### config.mk
export PLATFORM = sky130hd
export DESIGN_NAME = boot_loader_ctrl
export DESIGN_NICKNAME = d
export VERILOG_FILES = /design/src/rtl/boot_loader_ctrl.sv
export SDC_FILE = /design/constraint.sdc
export NUM_CORES = 1
export LEC_CHECK = 0
export BUFFER_PORTS_ARGS = -buffer_cell sky130_fd_sc_hd__buf_4
export CAP_MARGIN = 40
export CORE_MARGIN = 2
export CORE_UTILIZATION = 40
export DETAILED_ROUTE_END_ITERATION = 8
export HOLD_SLACK_MARGIN = 0.12
export PLACE_DENSITY = 0.83
export SETUP_SLACK_MARGIN = 0.05
export SKIP_LAST_GASP = 1
export SYNTH_ARGS = -nofsm -noshare
export SYNTH_HDL_FRONTEND = slang
export SYNTH_SLANG_ARGS = --single-unit
### constraint.sdc
create_clock -name clock -period 2.6 [get_ports clock]
set_clock_uncertainty 0.05 [all_clocks]
set_input_delay 0.26 -clock clock [delete_from_list [all_inputs] [get_ports clock]]
set_output_delay 0.26 -clock clock [all_outputs]
set_load 0.01 [all_outputs]
### src/rtl/boot_loader_ctrl.sv
// Boot sequencer: copies a zero-terminated image from the HD port into memory, then releases the CPU.
// Defining BOOT_CLEAR_EN adds a post-load phase that zeroes memory words 0..CLEAR_WORDS-1.

module boot_loader_ctrl #(
    parameter int ADDR_W      = 12,
    parameter int DATA_W      = 32,
    parameter int SRC_BASE    = 0,
    parameter int DST_BASE    = 256,
    parameter int MAX_WORDS   = 256,
    parameter int CLEAR_WORDS = 256
) (
    input  logic              clock,
    input  logic              reset,
    input  logic              start,
    output logic              hd_rd,
    output logic [ADDR_W-1:0] hd_addr,
    input  logic [DATA_W-1:0] hd_data,
    output logic              mem_we,
    output logic [ADDR_W-1:0] mem_addr,
    output logic [DATA_W-1:0] mem_wdata,
    output logic              cpu_hold,
    output logic              busy,
    output logic              done,
    output logic [ADDR_W:0]   words_loaded
);

    localparam int CNT_W = ADDR_W + 1;
    localparam logic [CNT_W-1:0]  MAX_CNT  = CNT_W'(MAX_WORDS);
    localparam logic [ADDR_W-1:0] SRC_ADDR = ADDR_W'(SRC_BASE);
    localparam logic [ADDR_W-1:0] DST_ADDR = ADDR_W'(DST_BASE);

    // Counters are ADDR_W+1 wide so a full 2^ADDR_W-word copy or clear is representable.
    if (MAX_WORDS < 1 || MAX_WORDS > (1 << ADDR_W) ||
        CLEAR_WORDS < 1 || CLEAR_WORDS > (1 << ADDR_W)) begin : g_param_check
        $error("boot_loader_ctrl: MAX_WORDS/CLEAR_WORDS out of range");
    end

`ifdef BOOT_CLEAR_EN
    typedef enum logic [2:0] {IDLE, READ, CHECK, CLEAR, DONE} state_t;
    localparam logic [CNT_W-1:0] CLR_LAST = CNT_W'(CLEAR_WORDS - 1);
    logic [CNT_W-1:0] clr_cnt, clr_cnt_n;
`else
    typedef enum logic [2:0] {IDLE, READ, CHECK, DONE} state_t;
`endif

    state_t           state, state_n;
    logic [CNT_W-1:0] count, count_n;
    logic [CNT_W-1:0] words_n;
    logic             end_load;

    // NOTE: state registers use non-blocking assignments so every flop samples pre-edge values.
    always_ff @(posedge clock) begin
        if (reset) begin
            state        <= IDLE;
            count        <= '0;
            words_loaded <= '0;
`ifdef BOOT_CLEAR_EN
            clr_cnt      <= '0;
`endif
        end else begin
            state        <= state_n;
            count        <= count_n;
            words_loaded <= words_n;
`ifdef BOOT_CLEAR_EN
            clr_cnt      <= clr_cnt_n;
`endif
        end
    end

    // NOTE: every combinational output gets a default first, so no path can infer a latch.
    always_comb begin
        state_n   = state;
        count_n   = count;
        words_n   = words_loaded;
        end_load  = 1'b0;
        hd_rd     = 1'b0;
        hd_addr   = '0;
        mem_we    = 1'b0;
        mem_addr  = '0;
        mem_wdata = '0;
`ifdef BOOT_CLEAR_EN
        clr_cnt_n = clr_cnt;
`endif
        case (state)
            IDLE, DONE: begin
                if (start) begin
                    state_n = READ;
                    count_n = '0;
                    words_n = '0;
                end
            end
            READ: begin
                hd_rd   = 1'b1;
                hd_addr = SRC_ADDR + count[ADDR_W-1:0];
                state_n = CHECK;
            end
            CHECK: begin
                // The zero terminator ends the load without being written.
                if (hd_data == '0) begin
                    end_load = 1'b1;
                end else begin
                    mem_we    = 1'b1;
                    mem_addr  = DST_ADDR + count[ADDR_W-1:0];
                    mem_wdata = hd_data;
                    count_n   = count + 1'b1;
                    if (count_n == MAX_CNT) end_load = 1'b1;
                    else                    state_n  = READ;
                end
                if (end_load) begin
                    words_n = count_n;
`ifdef BOOT_CLEAR_EN
                    state_n   = CLEAR;
                    clr_cnt_n = '0;
`else
                    state_n   = DONE;
`endif
                end
            end
`ifdef BOOT_CLEAR_EN
            CLEAR: begin
                mem_we    = 1'b1;
                mem_addr  = clr_cnt[ADDR_W-1:0];
                clr_cnt_n = clr_cnt + 1'b1;
                if (clr_cnt == CLR_LAST) state_n = DONE;
            end
`endif
            default: state_n = IDLE;
        endcase
    end

`ifdef BOOT_CLEAR_EN
    assign busy = (state == READ) || (state == CHECK) || (state == CLEAR);
`else
    assign busy = (state == READ) || (state == CHECK);
`endif
    assign done     = (state == DONE);
    assign cpu_hold = (state != DONE);

endmodule
### After elaboration in Yosys (flattened, before gate mapping)

Index checks and enable logic that the tools add are counted.

| storage, ports and cells | value |
|---|---|
| logic and storage cells | 43 |
| bits in registers | 29 |
| input port bits | 35 |

| operators by class | value |
|---|---|
| reduce and logical (&&, ||, !) cells | 8 |
| equality and inequality tests | 9 |
| $add $sub $neg | 2 |
| multiplexer cells | 21 |

Operator list:

| cell | number |
|---|---|
| $mux 32 | 2 |
| $pmux 13 s2 | 2 |
| $mux 13 | 3 |
| $mux 12 | 3 |
| $logic_not 32->1 | 1 |
| $add 13x1->13 const B | 1 |
| $eq 13x9->1 const B | 1 |
| $add 9x12->12 const A | 1 |
| $mux 3 | 4 |
| $pmux 3 s3 | 1 |
| $eq 3x2->1 const B | 2 |
| $mux 1 | 6 |
| $ne 3x3->1 const B | 2 |
| $reduce_and 3->1 | 2 |
| $ne 2x2->1 const B | 2 |
| $eq 3x1->1 const B | 1 |
| $logic_not 3->1 | 1 |
| $ne 3x2->1 const B | 1 |
| $reduce_and 2->1 | 1 |
| $reduce_bool 2->1 | 1 |
| $reduce_or 2->1 | 1 |
| $logic_or 1x1->1 | 1 |

### Logic depth before layout (Yosys ltp)

Gate-level depths: netlist of run 1.

| logic depth | value |
|---|---|
| depth in word-level cells | 7 |
| depth in mapped cells | 10 |

### Worst setup path before layout of run 1

OpenSTA, ideal clock, no wires.

| timing path | value |
|---|---|
| path type | register to register |
| start | register count[0] |
| end | register words_loaded[2] |
| slack | 140 ps |
| period minus slack after synthesis | 2460 ps |
| setup time | 86 ps |
| arrival | 2324 ps |
| buffers on the path | 3 |
| stages on the path, launching flop included | 11 |
| cell sequence | dfxtp_1 ha_1 and3_1 clkbuf_1 a311oi_1 o221ai_1 or4_1 buf_2 a21o_1 buf_6 a221oi_2 |

| between the ends | value |
|---|---|
| word-level cells in the longest chain between the ends | 7 |
| elaborated cells between the ends (all ways) | 10 |
| classes of those cells | add/sub (1); eq/ne (2); mux (6); reduce/logical (1) |

Ends and longest elaborated chain:

| element | line | RTL |
|---|---|---|
| from (decl) | 47 | `logic [CNT_W-1:0] count, count_n;` |
| from (signal assigned) | 62 | `count <= count_n;` |
| $add 13x1->13 (*) | 105 | `count_n = count + 1'b1;` |
| $eq 13x9->1 | 106 | `if (count_n == MAX_CNT) end_load = 1'b1;` |
| $mux 1 | 106 |  |
| $mux 1 | 99 | `if (hd_data == '0) begin` |
| $mux 1 | 84 | `case (state)` |
| $ne 2x2->1 (no line) | - |  |
| $reduce_and 3->1 (no line) | - |  |
| to (signal assigned) | 63 | `words_loaded <= words_n;` |
| to (decl) | 24 | `output logic [ADDR_W:0] words_loaded` |

Every way passes the cells marked *; elsewhere a longest branch is shown, timed or not. The select of a mux whose other input is x is not followed.
A chain may end at the register's enable or synchronous reset.

### Worst setup path after layout of run 1

| timing path | value |
|---|---|
| start | register count[0] |
| end | register words_loaded[1] |

The elaborated chain is that of the path after synthesis.

==> metrics, run 1 <==
Synth Area per Inst=7.63 um2; H-tree level count=1; final setup TNS=0 ns; PortBufs=108; Setup crit end kind=flip-flop; Hold Path Class=primary input to flip-flop; Post-synth ARST share=0; Clock transition at path regs=0.10 ns; sequential-to-total area share from yosys stat=0.253; CP Launch Type=flip-flop; Combinational Power Share=0.440; core box area=5440 um2; DP Wirelength=5530 um; pin count of the biggest net entering global routing=37; worst-case vdd ir drop=0.298 mV; First-pass DRT Iterations=4; vias in the first global route=2,287; FMAX=413 MHz; Main synth FF type=dfxtp_1; Net Sw Frac=0.362; area grow syn2layout=45.3%; Setup-failing EPs final=0; Num CTS Buffers=3; Clock Tree Buf Depth=2; max cap viols=0; Power, Total=1.49 mW; Post-Synthesis Cells=290; Setup Buffers After CTS=0; GRT Residual Overflow=0; Die X=78.4 um; # hold bufs at CTS=0; worst slew pin tran=0.475 ns; mean routed wirelength per cell=15.4 um; ANT cells=0; via/cell ratio=5.25; initial DRC count=252; global-route wire length before repair=11,400 um; GP Congestion=0.948; CTS tree=done; status=finished, final reports clean; CP Class=flip-flop to flip-flop; Setup WS post-layout=0.178 ns; Arr. time, crit path=2.55 ns; slew margin rel.=0.683; EDFF count, synth=0; Clk Latency, worst-skew pair=0.28 ns; DR vias=2,435; Hold Fails Final Rpt=0; initial antenna violation count=0; post-place setup slack=0.0354 ns; crit share post-route=0.932; P_leak=1.47 nW; top-area cell type share of the netlist area=0.253; crit path time final=2.42 ns; root cell of the clock tree=clkbuf_8; Psw=539 uW; mapped cell area=2210 um2; Die Area=6140 um2; most common cell after layout, fill and taps aside=buf_4; pwr dens=463 nW/um2; die height=78.4 um; synth top area cells=dfxtp_1 25%, and2_1 16%, nand2_1 7.0%; internal power=950 uW; nets=436; CP required=2.73 ns; slowest CP cell=or4_4; Clock power frac=0.235; post-synthesis register bit count=28; Syn. warnings=0; synth unique cells=46; most frequent cells in the layout=123 x buf_4, 55 x and2_1, 41 x nand2_1; Max Slew Vio Count=0; residual DRC count=0; critical-path cell list=ha_1 > and3_1 > a311oi_2 > o221ai_1 > or4_4 > a21o_4 > o41ai_2; syn nets=333; Initial Util=0.407; Antenna Violating Nets Remaining=0; Reg power frac=0.325; worst path bufs/invs=0; critical path fanouts, max=7; max incr delay on CP=0.51 ns; PostCTS Resize Cnt=3; Ports=109; Routed Wire Length=7140 um; FP Rows=27; fillcell total=501; Yosys top cell by area=dfxtp_1; setup repair after global routing missed its margin=yes; Worst path top cell family by delay=compound AO/OA/AOI/OAI gates; layout cells sized above 1=0.355; overall routing resource usage=0.230; clock sinks=28
[per-stage QoR]
step | cell area, um2 | hold WS [ns] | std cells | utilization
global placement | 3110 | 0.402 | 460 | 0.572
floorplan | 2210 | 0.310 | 290 | -
finish | 3210 | 0.294 | 464 | 0.591
global route | 3210 | 0.301 | 464 | 0.591
CTS | 3190 | 0.280 | 464 | 0.587
detailed placement | 3110 | 0.402 | 460 | 0.572
[per-layer routing]
layer	vias to the layer above	global-route usage	routed length [um]
li1	1204	-	-
met1	1108	0.275	2860
met2	113	0.416	3450
met3	10	0.0529	754
met4	0	0.0526	80
met5	-	0	0
[power by group through the flow]
| stage | clock (mW) | sequential [mW] | combinational (mW) |
|---|---|---|---|
| 4_1_cts | 0.355 | 0.485 | 0.649 |
| 3_3_place_gp | 0 | 0.494 | 0.631 |
| 2_1_floorplan | 0 | 0.487 | 0.384 |
| 5_1_grt | 0.371 | 0.490 | 0.713 |
| 3_5_place_dp | 0 | 0.495 | 0.640 |
| 6_report | 0.349 | 0.484 | 0.656 |
[cell type report]
class	count	area (um2)	share of cell area
timing repair buffer	124	943	0.293
multi-input combinational	225	1510	0.469
tap	72	90.1	0.0280
clock inverter	1	30.0	0.00934
clock buffer	3	41.3	0.0128
inverter	11	41.3	0.0128
sequential	28	561	0.174
[cell families (layout without fill, tap and decap cells)]
family | count (synthesis) | count (layout) | synth area share
compound gates | 45 | 45 | 0.156
flops | 28 | 28 | 0.253
xor+xnor | 10 | 10 | 0.0396
mux | 15 | 15 | 0.0679
fa+ha+maj | 8 | 8 | 0.0453
buf+inv | 37 | 139 | 0.0798
simple gates | 147 | 147 | 0.359
[cells in the mapped netlist, drive strengths merged (2+ instances only)]
cell	count
a21oi	13
a221oi	2
a311oi	2
a31oi	2
and2	55
and3	3
and4	3
buf	10
clkbuf	16
clkinv	2
dfxtp	28
ha	8
inv	9
mux2i	15
nand2	41
nand2b	6
nand3	4
nand4	4
nor2	11
nor3	6
nor4	9
o2111ai	6
o21ai	8
o32ai	2
o41ai	2
or3	2
xnor2	8
xor2	2
[state kept, by name (all words and copies together), names as in the netlist]
name / count
count: 13
state: 2
words_loaded: 13
[worst register-to-register path, stage by stage (launching register included)]
cell	delay, ns
dfxtp_1	0.32
ha_1	0.24
and3_1	0.27
a311oi_2	0.26
o221ai_1	0.16
or4_4	0.51
a21o_4	0.30
o41ai_2	0.22
[path summary, 6_finish.rpt]
kind,startpoint,to,slack [ns],cells past startpoint
worst max-delay path,count[0],words_loaded[1],0.18,7
worst min-delay path,reset,words_loaded[2],0.29,2
worst max register to register,count[0],words_loaded[1],0.18,7
worst min register to register,words_loaded[11],words_loaded[11],0.43,2
(Power assumes the default switching activity.)
==> inputs of run 2 (changes only) <==
Settings changed: ABC_AREA set to 1, CORE_ASPECT_RATIO set to 1.25.
==> metrics, run 2 <==
Post-synth ARST share=0 (unchanged); Setup crit end kind=primary output; Ports=109 (unchanged); max cap viols=0 (unchanged); root cell of the clock tree=clkbuf_8; Clock power frac=0.106 (-0.129); Hold Fails Final Rpt=0 (unchanged); fin area=3130 um2 (-2.5%); CTS tree=done; slew margin rel.=0.593 (-0.0902); Psw=1.03 mW (+91%); synth top area cells=dfxtp_1 25%, nand2_1 22%, inv_1 14%; residual DRC count=0 (unchanged); setup repair after global routing missed its margin=no; most common cell in the netlist=nand2_1; DR vias=2,651 (+8.9%); critical path fanouts, max=19 (+12); CP required=2.29 ns (-0.44 ns); pwr dens=719 nW/um2 (+55%); Combinational Power Share=0.576 (+0.136); Syn. warnings=0 (unchanged); DP Wirelength=5300 um (-4.3%); P_leak=1.95 nW (+33%); Arr. time, crit path=1.90 ns (-0.65 ns); RR Endpoint=words_loaded[3]; Setup-failing EPs final=0 (unchanged); R2R setup slack=0.43 ns (+0.25 ns); Largest regs=count x13, words_loaded x13, state x2; top-area cell type share of the netlist area=0.254 (+0.000287); worst hold slack=0.255 ns (-0.0396 ns); Clk Latency, worst-skew pair=0.28 ns (about the same); FP Rows=30 (+11%); RR Startpoint=count[1]; overall routing resource usage=0.217 (-0.0129); mapped cell area=2210 um2 (-0.11%); Cell Area, Placed=3080 um2 (-0.92%); mean routed wirelength per cell=11.7 um (-24%); post-synthesis register bit count=28 (unchanged); crit share post-route=0.852 (-0.0802); Num CTS Buffers=3 (unchanged); Clock Tree Buf Depth=2 (unchanged); Yosys top cell by area=dfxtp_1; worst slew pin tran=0.610 ns (+0.135 ns); GP Congestion=0.878 (-7.3%); Main synth FF type=dfxtp_1; CP Class=primary input to primary output; H-tree level count=1 (unchanged); Hold Path Cell Cnt=4 (+2); GRT Residual Overflow=0 (unchanged); fillcell total=557 (+11%); worst-case vdd ir drop=0.413 mV (+38%); sequential-to-total area share from yosys stat=0.254 (+0.000287); hold path endpoint=state[1]; nets=551 (+26%); Net Sw Frac=0.457 (+0.0949); EDFF count, synth=0 (unchanged); post-place setup slack=0.427 ns (+0.392 ns); worst-case reg-to-reg path depth=12 (+5); min-delay src=start; Die Area=6140 um2 (about the same); CP Launch Type=primary input; global-route wire length before repair=10,900 um (-4.4%); via/cell ratio=4.65 (-11%); synth unique cells=25 (-46%); internal power=1.22 mW (+29%); crit path time final=2.21 ns (-0.209 ns); ANT cells=0 (unchanged); clock sinks=28 (unchanged); initial DRC count=107 (-58%); Setup Buffers After CTS=0 (unchanged); status=finished, final reports clean; initial antenna violation count=0 (unchanged); pin count of the biggest net entering global routing=45 (+22%); die height=87.1 um (+11%); Synth Area per Inst=5.51 um2 (-28%); syn nets=444 (+33%); Post-Synthesis Cells=401 (+38%); Max Slew Vio Count=0 (unchanged); layout cells sized above 1=0.251 (-0.104); PortBufs=108 (unchanged); First-pass DRT Iterations=4 (unchanged); Clock transition at path regs=0.10 ns (about the same); Initial Util=0.412 (+0.00494); synth cell count leaders=131 x nand2_1, 83 x inv_1, 54 x nor2_1; Antenna Violating Nets Remaining=0 (unchanged); core box area=5370 um2 (-1.3%); most common cell after layout, fill and taps aside=nand2_1; Routed Wire Length=6660 um (-6.8%); vias in the first global route=2,399 (+4.9%); Die X=70.5 um (-10%); Reg power frac=0.317 (-0.008); Hold Path Class=primary input to flip-flop; final setup TNS=0 ns (unchanged); area grow syn2layout=41.8%; FMAX=452 MHz (+9.4%); most frequent cells in the layout=131 x nand2_1, 114 x buf_4, 83 x inv_1; Setup WS post-layout=0.386 ns (+0.209 ns); Power, Total=2.25 mW (+51%)
[run 2: cell types whose count changed after synthesis, sizes merged, moves of 9 or more]
cell and delta:
nor4 -9, inv +75, nand2 +94, o21ai +12, a21oi +9, nand3 +14, mux2i -15, nor2 +47
and2 -55
[run 2: cell type report]
| cell class | count | area [um2] | share of cell area |
|---|---|---|---|
| Multi-Input combinational cell | 274 | 1260 | 0.403 |
| Timing Repair Buffer | 115 | 866 | 0.276 |
| Sequential cell | 28 | 561 | 0.179 |
| Inverter | 86 | 323 | 0.103 |
| Tap cell | 64 | 80.1 | 0.0256 |
| Clock buffer | 3 | 41.3 | 0.0132 |
[run 2: repair_timing]
item                       CTS  global route
setup endpoints to repair    0             9
hold endpoints to repair     4             0
gates resized for setup      0             1
hold buffers                 1             0
[run 2: how the worst max path moves through the flow]
stage,to,start,cells after the start
5_1_grt,words_loaded[10],count[1],12
2_1_floorplan,mem_addr[11],state[0],7
4_1_cts,mem_addr[7],state[0],7
3_5_place_dp,mem_addr[0],hd_data[16],11
6_report,mem_addr[0],hd_data[22],11
3_3_place_gp,mem_addr[0],hd_data[22],11
[run 2: kinds of logic (layout without fill, tap and decap cells)]
kind of cell | Yosys count | count (layout) | synth area share
simple gates | 214 | 214 | 0.394
buf+inv | 99 | 204 | 0.175
compound gates | 46 | 46 | 0.109
flops | 28 | 28 | 0.254
fa+ha+maj | 8 | 8 | 0.0453
xor+xnor | 6 | 6 | 0.0238
[run 2: per-stage QoR]
stage,cells,util
4_1_cts,570,0.584
2_1_floorplan,401,-
5_1_grt,570,0.584
3_5_place_dp,566,0.574
6_report,570,0.584
3_3_place_gp,566,0.574
[run 2: critical path, stage by stage]
cell     delay [ns]
buf_4          0.12
nor2_1         0.10
nand2_1        0.06
nor2_1         0.12
nand2_1        0.08
nor2_2         0.39
inv_2          0.26
ha_1           0.26
nand2_1        0.07
inv_1          0.05
buf_4          0.14
[run 2: power groups by stage]
stage	Sequential [mW]	Combinational, mW	Clock [mW]
after floorplan	0.734	0.773	0
after global placement	0.722	1.28	0
after detailed placement	0.725	1.31	0
after CTS	0.716	1.31	0.245
after global routing	0.734	1.47	0.256
final	0.715	1.30	0.240
[run 2: routing by layer]
layer	global-route usage	vias up	wire length, um
met3	0.0324	7	564
met5	0	-	0
met1	0.262	1142	2700
met2	0.396	97	3300
li1	-	1405	-
met4	0.0629	0	89
==> inputs of run 3 (changes only) <==
Settings changed: REMOVE_ABC_BUFFERS set to 1.
==> metrics, run 3 (synthesis gave the netlist of run 2 again) <==
status=finished, final reports clean; global-route wire length before repair=11,200 um (+2.9%); ANT cells=0 (unchanged); overall routing resource usage=0.224 (+0.00707); critical-path cell list=inv_1 > ha_1 > inv_1 > nor2_1 > inv_2 > nor2_1 > buf_4; Die Area=6140 um2 (unchanged); CTS tree=done; Net Sw Frac=0.457 (about the same); DR vias=2,775 (+4.7%); H-tree level count=1 (unchanged); via/cell ratio=4.89 (+5.2%); CP required=2.29 ns (about the same); CP Launch Type=flip-flop; worst-case vdd ir drop=0.455 mV (+10%); crit path time final=2.23 ns (+0.0163 ns); initial DRC count=97 (-9.3%); crit share post-route=0.858 (+0.00628); Clock power frac=0.121 (+0.015); Setup crit end kind=primary output; Ports=109 (unchanged); CP Class=flip-flop to primary output; Initial Util=0.412 (unchanged); root cell of the clock tree=clkbuf_8; Clock Tree Buf Depth=2 (unchanged); pwr dens=735 nW/um2 (+2.2%); DP Wirelength=5550 um (+4.7%); die height=87.1 um (unchanged); Worst path top cell family by delay=simple AND/OR/NAND/NOR gates; core box area=5370 um2 (unchanged); Die X=70.5 um (unchanged); P_leak=1.94 nW (-0.64%); GRT Residual Overflow=0 (unchanged); First-pass DRT Iterations=5 (+1); worst slew pin tran=0.524 ns (-0.0861 ns); initial antenna violation count=0 (unchanged); pin count of the biggest net entering global routing=45 (unchanged); Finished Layout Cells=567 (-0.53%); fillcell total=555 (-0.36%); critical path fanouts, max=9 (-10); GP Congestion=0.968 (+10%); Setup-failing EPs final=0 (unchanged); max cap viols=0 (unchanged); Setup Buffers After CTS=0 (unchanged); mean routed wirelength per cell=12.3 um (+5.5%); residual DRC count=0 (unchanged); placed cell count=563 (-0.53%); gr busiest metal=met2; Reg power frac=0.323 (+0.006); Routed Wire Length=6990 um (+4.9%); Psw=1.05 mW (+1.5%); FMAX=448 MHz (-0.73%); Clock transition at path regs=0.10 ns (about the same); met3 global-route usage=0.0347 (+0.00231); worst path bufs/invs=4 (unchanged); Clk Latency, worst-skew pair=0.28 ns (about the same); internal power=1.24 mW (+1.6%); nets=547 (-0.73%); Max Slew Vio Count=0 (unchanged); clock sinks=28 (unchanged); area grow syn2layout=40.9%; most common cell after layout, fill and taps aside=nand2_1; setup repair after global routing missed its margin=no; Core Util, Final=0.580 (-0.00350); slew margin rel.=0.650 (+0.0570); Arr. time, crit path=1.92 ns (+0.02 ns); most frequent cells in the layout=131 x nand2_1, 111 x buf_4, 83 x inv_1; Hold Path Class=primary input to flip-flop; Combinational Power Share=0.556 (-0.020); max incr delay on CP=0.40 ns (about the same); slowest CP cell=nor2_1; Num CTS Buffers=3 (unchanged); layout cells sized above 1=0.249 (-0.00248); Antenna Violating Nets Remaining=0 (unchanged); FP Rows=30 (unchanged); Largest regs=count x13, words_loaded x13, state x2; R2R setup slack=0.40 ns (-0.03 ns); met1 Use GR=0.265 (+0.00275); PortBufs=108 (unchanged); GR Util met2=0.417 (+0.0206); Hold Fails Final Rpt=0 (unchanged); vias in the first global route=2,498 (+4.1%)
run 3: changes by cell type in the layout (fill, tap and decap cells not counted), sizes merged:
cell	delta
buf	-3
clkbuf	+1
dlygate4sd3	-1
run 3: area by class of cell:
cell class,instances,area [um2],share of cell area
Clock buffer,4,55.1,0.0177
Timing Repair Buffer,111,833,0.268
Tap cell,64,80.1,0.0257
Sequential cell,28,561,0.180
Inverter,86,323,0.104
Multi-Input combinational cell,274,1260,0.405
run 3: timing repair:
action | CTS | global route
resized for setup | 0 | 1
endpoints found under the setup margin | 0 | 9
hold buffers | 0 | 0
run 3: worst paths after layout:
| check | start | to | cells past startpoint |
|---|---|---|---|
| max reg2reg | count[0] | words_loaded[1] | 11 |
| max | state[0] | mem_addr[1] | 7 |
| min | reset | words_loaded[12] | 2 |
| min reg2reg | words_loaded[0] | words_loaded[0] | 2 |
run 3: worst register-to-register path, cell delays in order (launching register included):
cell and delay [ns]:
dfxtp_1 0.46, ha_1 0.25, nand2_1 0.07, nor2_1 0.24, nand2_1 0.15, xor2_1 0.23
nor2_1 0.10, nand2_2 0.12, nand3_1 0.23, nand2_1 0.16, nand2_1 0.07, inv_1 0.04
run 3: layer usage:
| layer | vias to the layer above | wire length [um] | share of wire |
|---|---|---|---|
| met5 | - | 0 | 0 |
| met4 | 0 | 135 | 0.019 |
| met3 | 14 | 730 | 0.10 |
| met2 | 141 | 3350 | 0.48 |
| met1 | 1229 | 2770 | 0.40 |
| li1 | 1391 | - | - |
run 3: per-stage QoR:
step / setup slack (ns) / hold WS [ns] / total power [mW] / TNS (ns) / cell area [um2]
after floorplan: -0.680 / 0.279 / 1.46 / -13.64 / 2150
after global placement: 0.396 / 0.428 / 1.99 / 0 / 3060
after detailed placement: 0.383 / 0.430 / 2.01 / 0 / 3060
after CTS: 0.122 / 0.135 / 2.29 / 0 / 3110
after global routing: 0.191 / 0.134 / 2.49 / 0 / 3110
final: 0.370 / 0.128 / 2.29 / 0 / 3110
run 3: power by group through the flow:
stage	clock [mW]	combinational [mW]	sequential (mW)
after floorplan	0	0.714	0.747
after global placement	0	1.24	0.743
after detailed placement	0	1.27	0.745
after CTS	0.278	1.27	0.739
after global routing	0.292	1.44	0.763
final	0.278	1.27	0.739
